==> src/rtl/tdp_sched_pkg.sv <==
// ---------------------------------------------------------------------------
// tdp_sched_pkg
// Shared definitions for the two-port RAM request scheduler.
//   STALL_W : width of the anti-starvation stall counter (MAX_STALL <= 15)
//   COLL_W  : width of the saturating collision counter
//   arb_e   : per-cycle arbitration outcome of the issue stage
// The request struct depends on the instantiating module's ABITS/WIDTH and
// is therefore declared inside tdp_req_scheduler.
// ---------------------------------------------------------------------------
package tdp_sched_pkg;

    localparam int STALL_W = 4;
    localparam int COLL_W  = 16;

    typedef enum logic [1:0] {
        ARB_FREE   = 2'd0,  // no write/write collision, both heads may issue
        ARB_B_WINS = 2'd1,  // collision, B issues and A is held
        ARB_A_WINS = 2'd2   // collision after MAX_STALL stalls, A issues
    } arb_e;

endpackage

==> src/rtl/tdp_skid_buf.sv <==
// ---------------------------------------------------------------------------
// tdp_skid_buf
// Two-entry valid/ready request buffer. in_ready is registered and equals
// "buffer not full"; it is low during reset and rises on the first clock
// after release.
// Ports:
//   clk, rst_n          clock, asynchronous active-low reset
//   in_valid/in_ready   upstream handshake, in_data is the pushed word
//   out_valid           buffer holds at least one entry (head is valid)
//   out_pop             consume the head this cycle
//   out_data            head entry
// ---------------------------------------------------------------------------
module tdp_skid_buf #(
    parameter int DW = 8
) (
    input  logic          clk,
    input  logic          rst_n,
    input  logic          in_valid,
    output logic          in_ready,
    input  logic [DW-1:0] in_data,
    output logic          out_valid,
    input  logic          out_pop,
    output logic [DW-1:0] out_data
);

    logic [DW-1:0] mem [2];
    logic          wr_ptr;
    logic          rd_ptr;
    logic [1:0]    count;
    logic [1:0]    count_nxt;
    logic          push;
    logic          pop;

    assign push      = in_valid & in_ready;
    assign pop       = out_pop & (count != 2'd0);
    assign out_valid = (count != 2'd0);
    assign out_data  = mem[rd_ptr];

    always_comb begin
        count_nxt = count;
        if (push && !pop)
            count_nxt = count + 2'd1;
        else if (pop && !push)
            count_nxt = count - 2'd1;
    end

    always_ff @(posedge clk or negedge rst_n) begin
        if (!rst_n) begin
            count    <= 2'd0;
            wr_ptr   <= 1'b0;
            rd_ptr   <= 1'b0;
            in_ready <= 1'b0;
        end else begin
            count    <= count_nxt;
            // ready looks one cycle ahead so it drops right after the
            // second entry is written
            in_ready <= (count_nxt != 2'd2);
            if (push)
                wr_ptr <= ~wr_ptr;
            if (pop)
                rd_ptr <= ~rd_ptr;
        end
    end

    // storage carries no reset: occupancy alone decides what is valid
    always_ff @(posedge clk) begin
        if (push)
            mem[wr_ptr] <= in_data;
    end

endmodule

==> src/rtl/tdp_req_scheduler.sv <==
// ---------------------------------------------------------------------------
// tdp_req_scheduler
// Schedules read/write requests from clients A and B onto a two-port RAM.
// Same-address write/write collisions go to B unless A has been stalled
// MAX_STALL consecutive times, in which case A goes first. Read data comes
// back one cycle after rden_* as rsp_valid_*/rsp_data_*.
// Ports:
//   clk, rst_n                      clock, asynchronous active-low reset
//   req_valid_*/req_ready_*         request handshake per client
//   req_we_*, req_addr_*, req_wdata_*  request payload
//   wren_*, rden_*, addr_*, wdata_* registered RAM pins
//   rdata_*                         RAM read data (1 cycle after rden_*)
//   rsp_valid_*, rsp_data_*         read response per client
//   collisions                      saturating write/write collision count
// ---------------------------------------------------------------------------
module tdp_req_scheduler
    import tdp_sched_pkg::*;
#(
    parameter int ABITS     = 12,
    parameter int WIDTH     = 72,
    parameter int MAX_STALL = 4
) (
    input  logic              clk,
    input  logic              rst_n,
    input  logic              req_valid_a,
    output logic              req_ready_a,
    input  logic              req_we_a,
    input  logic [ABITS-1:0]  req_addr_a,
    input  logic [WIDTH-1:0]  req_wdata_a,
    input  logic              req_valid_b,
    output logic              req_ready_b,
    input  logic              req_we_b,
    input  logic [ABITS-1:0]  req_addr_b,
    input  logic [WIDTH-1:0]  req_wdata_b,
    output logic              wren_a,
    output logic              rden_a,
    output logic [ABITS-1:0]  addr_a,
    output logic [WIDTH-1:0]  wdata_a,
    output logic              wren_b,
    output logic              rden_b,
    output logic [ABITS-1:0]  addr_b,
    output logic [WIDTH-1:0]  wdata_b,
    input  logic [WIDTH-1:0]  rdata_a,
    input  logic [WIDTH-1:0]  rdata_b,
    output logic              rsp_valid_a,
    output logic [WIDTH-1:0]  rsp_data_a,
    output logic              rsp_valid_b,
    output logic [WIDTH-1:0]  rsp_data_b,
    output logic [COLL_W-1:0] collisions
);

    typedef struct packed {
        logic             we;
        logic [ABITS-1:0] addr;
        logic [WIDTH-1:0] wdata;
    } req_t;

    localparam int                 REQ_W       = $bits(req_t);
    localparam logic [STALL_W-1:0] MAX_STALL_C = STALL_W'(MAX_STALL);

    function automatic logic [COLL_W-1:0] sat_inc(input logic [COLL_W-1:0] v);
        return (v == {COLL_W{1'b1}}) ? v : v + 1'b1;
    endfunction

    req_t               in_a;
    req_t               in_b;
    req_t               head_a_p0;
    req_t               head_b_p0;
    logic               vld_a_p0;
    logic               vld_b_p0;
    logic               coll_p0;
    arb_e               arb_p0;
    logic               issue_a_p0;
    logic               issue_b_p0;
    logic [STALL_W-1:0] stall_cnt;

    assign in_a = {req_we_a, req_addr_a, req_wdata_a};
    assign in_b = {req_we_b, req_addr_b, req_wdata_b};

    tdp_skid_buf #(.DW(REQ_W)) u_buf_a (
        .clk       (clk),
        .rst_n     (rst_n),
        .in_valid  (req_valid_a),
        .in_ready  (req_ready_a),
        .in_data   (in_a),
        .out_valid (vld_a_p0),
        .out_pop   (issue_a_p0),
        .out_data  (head_a_p0)
    );

    tdp_skid_buf #(.DW(REQ_W)) u_buf_b (
        .clk       (clk),
        .rst_n     (rst_n),
        .in_valid  (req_valid_b),
        .in_ready  (req_ready_b),
        .in_data   (in_b),
        .out_valid (vld_b_p0),
        .out_pop   (issue_b_p0),
        .out_data  (head_b_p0)
    );

    // ---- p0: issue stage, arbitration over the two buffer heads ----
    // Only write/write to one address conflicts; every other same-address
    // mix issues both ports and leaves the outcome to the RAM.
    assign coll_p0 = vld_a_p0 && vld_b_p0 && head_a_p0.we && head_b_p0.we &&
                     (head_a_p0.addr == head_b_p0.addr);

    always_comb begin
        arb_p0 = ARB_FREE;
        if (coll_p0)
            arb_p0 = (stall_cnt == MAX_STALL_C) ? ARB_A_WINS : ARB_B_WINS;
    end

    assign issue_a_p0 = vld_a_p0 && (arb_p0 != ARB_B_WINS);
    assign issue_b_p0 = vld_b_p0 && (arb_p0 != ARB_A_WINS);

    // ---- p1: registered RAM pins, stall and collision counters ----
    always_ff @(posedge clk or negedge rst_n) begin
        if (!rst_n) begin
            wren_a      <= 1'b0;
            rden_a      <= 1'b0;
            addr_a      <= '0;
            wdata_a     <= '0;
            wren_b      <= 1'b0;
            rden_b      <= 1'b0;
            addr_b      <= '0;
            wdata_b     <= '0;
            stall_cnt   <= '0;
            collisions  <= '0;
            rsp_valid_a <= 1'b0;
            rsp_valid_b <= 1'b0;
        end else begin
            wren_a <= issue_a_p0 &  head_a_p0.we;
            rden_a <= issue_a_p0 & ~head_a_p0.we;
            wren_b <= issue_b_p0 &  head_b_p0.we;
            rden_b <= issue_b_p0 & ~head_b_p0.we;
            if (issue_a_p0) begin
                addr_a  <= head_a_p0.addr;
                wdata_a <= head_a_p0.wdata;
            end
            if (issue_b_p0) begin
                addr_b  <= head_b_p0.addr;
                wdata_b <= head_b_p0.wdata;
            end
            // never exceeds MAX_STALL: reaching it forces A to issue
            if (issue_a_p0)
                stall_cnt <= '0;
            else if (coll_p0)
                stall_cnt <= stall_cnt + 1'b1;
            if (coll_p0)
                collisions <= sat_inc(collisions);
            // ---- p2: response strobe, RAM read data lands this cycle ----
            rsp_valid_a <= rden_a;
            rsp_valid_b <= rden_b;
        end
    end

    assign rsp_data_a = rsp_valid_a ? rdata_a : '0;
    assign rsp_data_b = rsp_valid_b ? rdata_b : '0;

endmodule

==> config.mk <==
export PLATFORM = sky130hd
export DESIGN_NAME = tdp_req_scheduler
export DESIGN_NICKNAME = d
export VERILOG_FILES = /design/src/rtl/tdp_sched_pkg.sv /design/src/rtl/tdp_skid_buf.sv /design/src/rtl/tdp_req_scheduler.sv
export SDC_FILE = /design/constraint.sdc
export NUM_CORES = 1
export LEC_CHECK = 0
export CELL_PAD_IN_SITES_DETAIL_PLACEMENT = 0
export CELL_PAD_IN_SITES_GLOBAL_PLACEMENT = 1
export CORE_AREA = 2 2 254 256
export CTS_BUF_LIST = sky130_fd_sc_hd__clkbuf_8
export DETAILED_ROUTE_END_ITERATION = 8
export DIE_AREA = 0 0 256 258
export PLACE_DENSITY = 0.72
export SLEW_MARGIN = 15
export SYNTH_ARGS = -nofsm -noshare
export SYNTH_HDL_FRONTEND = slang
export SYNTH_SLANG_ARGS = --single-unit
==> constraint.sdc <==
create_clock -name clk -period 4.4 [get_ports clk]
set_input_delay 0.44 -clock clk [delete_from_list [all_inputs] [get_ports clk]]
set_output_delay 0.44 -clock clk [all_outputs]
set_load 0.05 [all_outputs]
Yosys cells after proc, flatten, opt, wreduce, memory -nomap -nowiden
Memory sizes are Yosys's and may differ from the RTL's.
Cells that the tools add are included.
{"block": "word_totals", "n_memories": 2, "output_inout_bits": 336, "mem_bits_rw": 340, "in_bits": 318, "reg_bits": 204}
{"name": "u_buf_a.mem", "words": 2, "word_bits": 85, "rd": 1, "rd_ports_with_merged_regs": 0, "write_ports": 1, "line": "tdp_skid_buf.sv:26", "text": "logic [DW-1:0] mem [2];"}
{"name": "u_buf_b.mem", "words": 2, "word_bits": 85, "rd": 1, "rd_ports_with_merged_regs": 0, "write_ports": 1, "line": "tdp_skid_buf.sv:26"}
{"block": "classes", "addsub": 6, "eq_ne": 7, "bitwise": 15, "n_mux": 14, "n_reduce_logical": 18}
{"operator": "two-way mux 72 bit", "n": 2}
{"operator": "adder 16 x 1 -> 16 bit (second input constant)", "n": 1}
{"operator": "equality test 16 bit (second input constant)", "n": 1}
{"operator": "equality test 12 bit", "n": 1}
{"operator": "two-way mux 2 bit", "n": 6}
{"operator": "logical AND 1 bit", "n": 10}
{"operator": "AND 1 bit", "n": 8}
{"operator": "two-way mux 4 bit", "n": 2}
{"operator": "NOT 1 bit", "n": 7}
{"operator": "inequality test 2 bit (second input constant)", "n": 3}
{"operator": "nonzero test 2 bit", "n": 3}
{"operator": "adder 2 x 1 -> 2 bit (second input constant)", "n": 2}
{"operator": "adder 4 x 1 -> 4 bit (second input constant)", "n": 1}
{"operator": "equality test 4 x 3 -> 1 bit (second input constant)", "n": 1}
{"operator": "logical NOT 1 bit", "n": 4}
{"operator": "two-way mux 1 bit", "n": 4}
{"operator": "subtractor 2 x 1 -> 2 bit (second input constant)", "n": 2}
{"operator": "inequality test 2 x 1 -> 1 bit (second input constant)", "n": 1}
{"operator": "AND reduction 2 bit", "n": 1}

Logic depth before layout (Yosys ltp)
{"block": "depth", "word_depth": 13, "mapped_depth": 11}

Cells and area by module
Synthesis repeated with hierarchy kept, for this count alone.
{"block": "unflattened", "cells_unflattened": 1235, "hier_area_um2": 21683.3}
{"mod": "tdp_req_scheduler", "cells_each": 647, "instances": 1, "area_per_inst_um2": 8534.4}
{"mod": "tdp_skid_buf (u_buf_b)", "cells_each": 294, "instances": 1, "area_per_inst_um2": 6578.8}
{"mod": "tdp_skid_buf (u_buf_a)", "cells_each": 294, "instances": 1, "area_per_inst_um2": 6570.1}

Worst setup path before layout
OpenSTA, ideal clock, no wires.
{"block": "synth_timing", "path_type": "register to register", "startpoint": "reg u_buf_a.in_ready", "endpoint": "mem u_buf_a.mem[0][0] (netlist bit), enable pin", "required_time_ns": 3.870, "n_path_buf": 0, "setup_slack_ns": -0.645, "period_less_slack_ns": 5.045, "path_stages_with_launch": 3, "setup_ns": 0.530, "arrival_time_ns": 4.516, "path_cell_list": "dfrtp_1 -> nand2_1 -> nor2_1"}
{"block": "synth_between", "elab_chain_cells": 3}
{"item": "start: declaration", "line": "tdp_skid_buf.sv:19", "text": "output logic in_ready,"}
{"item": "start signal: assignment", "line": "tdp_skid_buf.sv:57", "text": "in_ready <= (count_nxt != 2'd2);"}
{"item": "AND 1 bit", "line": "tdp_skid_buf.sv:34", "text": "assign push = in_valid & in_ready;"}
{"item": "two-way mux 1 bit", "line": "tdp_skid_buf.sv:67", "text": "if (push)"}
{"item": "two-way mux 1 bit (not written as such)", "line": "tdp_skid_buf.sv:68", "text": "mem[wr_ptr] <= in_data;"}
{"item": "end: declaration", "line": "tdp_skid_buf.sv:26"}
No other way between the ends.

Worst setup path after layout
{"block": "layout_timing", "startpoint": "reg rsp_valid_b", "endpoint": "out rsp_data_b[7]"}
{"block": "layout_between", "elab_chain_cells": 1}
{"item": "start: declaration", "line": "tdp_req_scheduler.sv:47", "text": "output logic rsp_valid_b,"}
{"item": "start signal: assignment", "line": "tdp_req_scheduler.sv:154", "text": "rsp_valid_b <= rden_b;"}
{"item": "two-way mux 72 bit", "line": "tdp_req_scheduler.sv:159", "text": "assign rsp_data_b = rsp_valid_b ? rdata_b : '0;"}
{"item": "end: declaration", "line": "tdp_req_scheduler.sv:48", "text": "output logic [WIDTH-1:0] rsp_data_b,"}
No other way between the ends.

==> results.yml <==
run_status:
  status: "completed"
worst_setup_path:
  cp_data_arrival_time_ns: 3.12
  path_buf_inv: 1
  rr_startpoint: "u_buf_a.rd_ptr"
  end_kind: "output pin"
  required_ns: 3.96
  crit_path_start_kind: "flip-flop"
  reg2regPathDepth: 8
  cp-endpoint: "rsp_data_b[7]"
  cp_top_family: "flip-flops"
  startpoint: "rsp_valid_b"
  cpMaxStageDelayCell: "dfrtp_2"
  path_depth: 2
  critPathMaxStageDelay_ns: 1.03
  r2r_slack_ns: 1.10
  reg2reg_to: "u_buf_b.in_ready"
  critPathKind: "flip-flop to output pin"
  path_cells: "and2_1 -> clkdlybuf4s50_1"
  path_max_fanout: 73
floorplan:
  design.core.area_um2: 63600
  die-area_um2: 66000
  die_h_um: 258
  initial_utilization: 0.325
  ios: 654
  fp-row-count: 93
  die_x_um: 256
routing:
  detail_route.wirelength_um: 67200
  avgViaCountPerCell: 4.54
  wl_per_cell_um: 22.1
  drcViolationCount: 0
  final_antenna_net_count: 0
  drt_iter0_drc: 795
  dr.pass1.iters: 5
  vias: 13800
clock_network:
  htree_levels: 3
  root_buffer: "clkbuf_8"
  numCtsBuffers: 93
  tritoncts: "yes"
  numClockSinks: 544
  cts_buffer_depth: 3
  post_cts_resized: 0
  clk_pin_slew_ns: 0.06
  clock_latency_ns: 0.67
sta:
  finalMaxSlewViolations: 0
  worstMarginPinSlew_ns: 1.16
  clock_skew_ns: 0.0328
  rsz0062_at_grt: "false"
  holdWs_ns: 0.347
  setup_viol: 0
  finalCritPeriodShare: 0.808
  final_hold_viol_count: 0
  setup-tns-final_ns: 0
  fmax_mhz: 281
  period_needed_ns: 3.56
  slew_headroom: 0.222
logic_synthesis:
  synth-seq-cells: 544
  syn_nets: 1730
  synthTopCellsByArea: "edfxtp_1, dfrtp_1, mux2i_1, and2_1, a21oi_1"
  avgSynthCellArea_um2: 14.7
  synth_top_area_frac: 0.493
  syn_area_um2: 20700
  synth_cells: 1407
  synth_top_area_cell: "edfxtp_1"
  synth_seq_area_share: 0.740
  yosysWarnings: 0
  yosysUniqueCellTypes: 33
grt:
  grt_use_total: 0.199
  grt-ovfl-total: 0
  grt_pass1_wl_um: 96600
  grt_start_max_net_pins: 133
  antenna_found_initial: 15
  grt_pass1_vias: 14300
flow_run:
  maxCapViolations: 0
cells_and_area:
  utilization: 0.473
  drive_gt1_frac: 0.0761
  nets: 2424
  final_cell_count_no_fill: 3044
  syn_to_final_growth_pct: 45.5
power_and_ir_drop:
  power.leakage_nw: 11.7
  powerDensity_nw_per_um2: 785
  p_total_mw: 23.6
  vdd_drop_max_uv: 468
placed_design:
  detailed_place_hpwl_um: 48300
  place_inst: 2860
  gp_congestion: 0.914
  port_buffers: 653
worst_hold_path:
  min_path_type: "primary input to flip-flop"
[cell usage after synthesis]
master	count
nor3_2	4
and3_1	7
nand2_1	17
buf_2	30
xnor2_1	20
mux2i_1	170
a21oi_1	171
inv_1	10
o31ai_2	1
or2_2	1
nor4_1	2
nand4_2	2
edfxtp_1	340
nand3_1	8
ha_1	5
and2_1	146
xor2_1	17
buf_12	1
buf_6	2
clkbuf_1	40
a21oi_2	1
a311oi_1	1
nor2_1	182
nor4_4	2
and4b_1	2
nand4_1	5
buf_4	2
nor2b_1	2
o21ai_0	3
a211oi_1	3
mux2_2	2
nor3_1	4
dfrtp_1	204
[where the power goes]
part	switching, mW	internal [mW]	leakage [nW]
Combinational	7.53	3.58	5.02
Sequential	0.903	7.12	5.54
Clock	2.06	2.45	1.13
Total	10.5	13.2	11.7
[layout by cell type, fill, tap and decap left out, drive strengths merged, types with 5 or more instances in the layout]
cell,count
nand3,8
clkdlybuf4s50,652
clkinv,13
a21oi,172
xor2,17
and3,7
mux2i,170
and2,146
buf,21
nand2,17
xnor2,20
edfxtp,340
dfrtp,204
inv,61
nor3,8
nand4,7
nor2,182
diode,7
clkbuf,106
ha,5
[worst min path at each step]
stage | endpoint | slack [ns] | startpoint | cells past startpoint
floorplan | addr_a[0] | 0.14 | rst_n | 0
global placement | rsp_valid_b | 0.37 | rden_b | 0
detailed placement | rsp_valid_b | 0.39 | rden_b | 0
CTS | u_buf_b.mem[0][44] | 0.26 | req_wdata_b[44] | 1
global route | u_buf_b.mem[1][8] | 0.30 | req_wdata_b[8] | 1
finish | u_buf_b.mem[0][7] | 0.35 | req_wdata_b[7] | 1
[worst register-to-register path: stages (launching register included)]
cell	delay, ns
dfrtp_4	0.81
mux2i_1	0.49
xnor2_1	0.23
nand4_2	0.25
nor4_4	0.52
a21oi_4	0.15
buf_4	0.29
and4b_1	0.24
a311oi_1	0.22
[area by class of cell]
class                   instances  area, µm²
diodes                          7       17.5
well taps                     855       1070
multi-input cells             778       5030
flip-flops and latches        544      15300
inverters                      10       37.5
repair buffers                674       6760
clock buffers                 106       1460
clock inverters                70        417
fillers                      5705      33500
[logic make-up (layout without fill, tap and decap cells)]
logic type,Yosys count,count (layout),synth area share
flip-flops,544,544,0.740
AND/OR/NAND/NOR,384,384,0.0944
AO/OA/AOI/OAI,180,180,0.0446
multiplexers,172,172,0.0833
buffers and inverters,85,860,0.0191
XOR/XNOR,37,37,0.0157
adder cells (fa/ha/maj),5,5,0.00302
other,0,7,0
[through the flow]
stage                     worst slack [ns]  area (µm²)
final                                0.844       30100
after global routing                 0.749       30100
after CTS                            0.769       30100
after detailed placement              1.04       28200
after global placement                1.08       28200
after floorplan                      0.788       20700
[layer usage]
| layer | GRT usage | routed length [µm] | vias up |
|---|---|---|---|
| met1 | 0.233 | 26300 | 6790 |
| met4 | 0.0708 | 1720 | 12 |
| met2 | 0.348 | 34600 | 486 |
| met3 | 0.0566 | 4470 | 96 |
| li1 | - | - | 6425 |
| met5 | 0 | 75 | - |
[state kept, by name (all words and copies together), names as in the netlist, 2 cells and up]
register,flops
u_buf_a.mem,170
addr_a,12
u_buf_b.count,2
wdata_b,72
wdata_a,72
collisions,16
addr_b,12
u_buf_a.count,2
u_buf_b.mem,170
stall_cnt,4
[what timing repair did]
item	in CTS	in global routing
endpoints found under the hold margin	113	0
setup buffers	0	0
endpoints found under the setup margin	0	0
hold buffers	1	0
(Power assumes the default switching activity.)
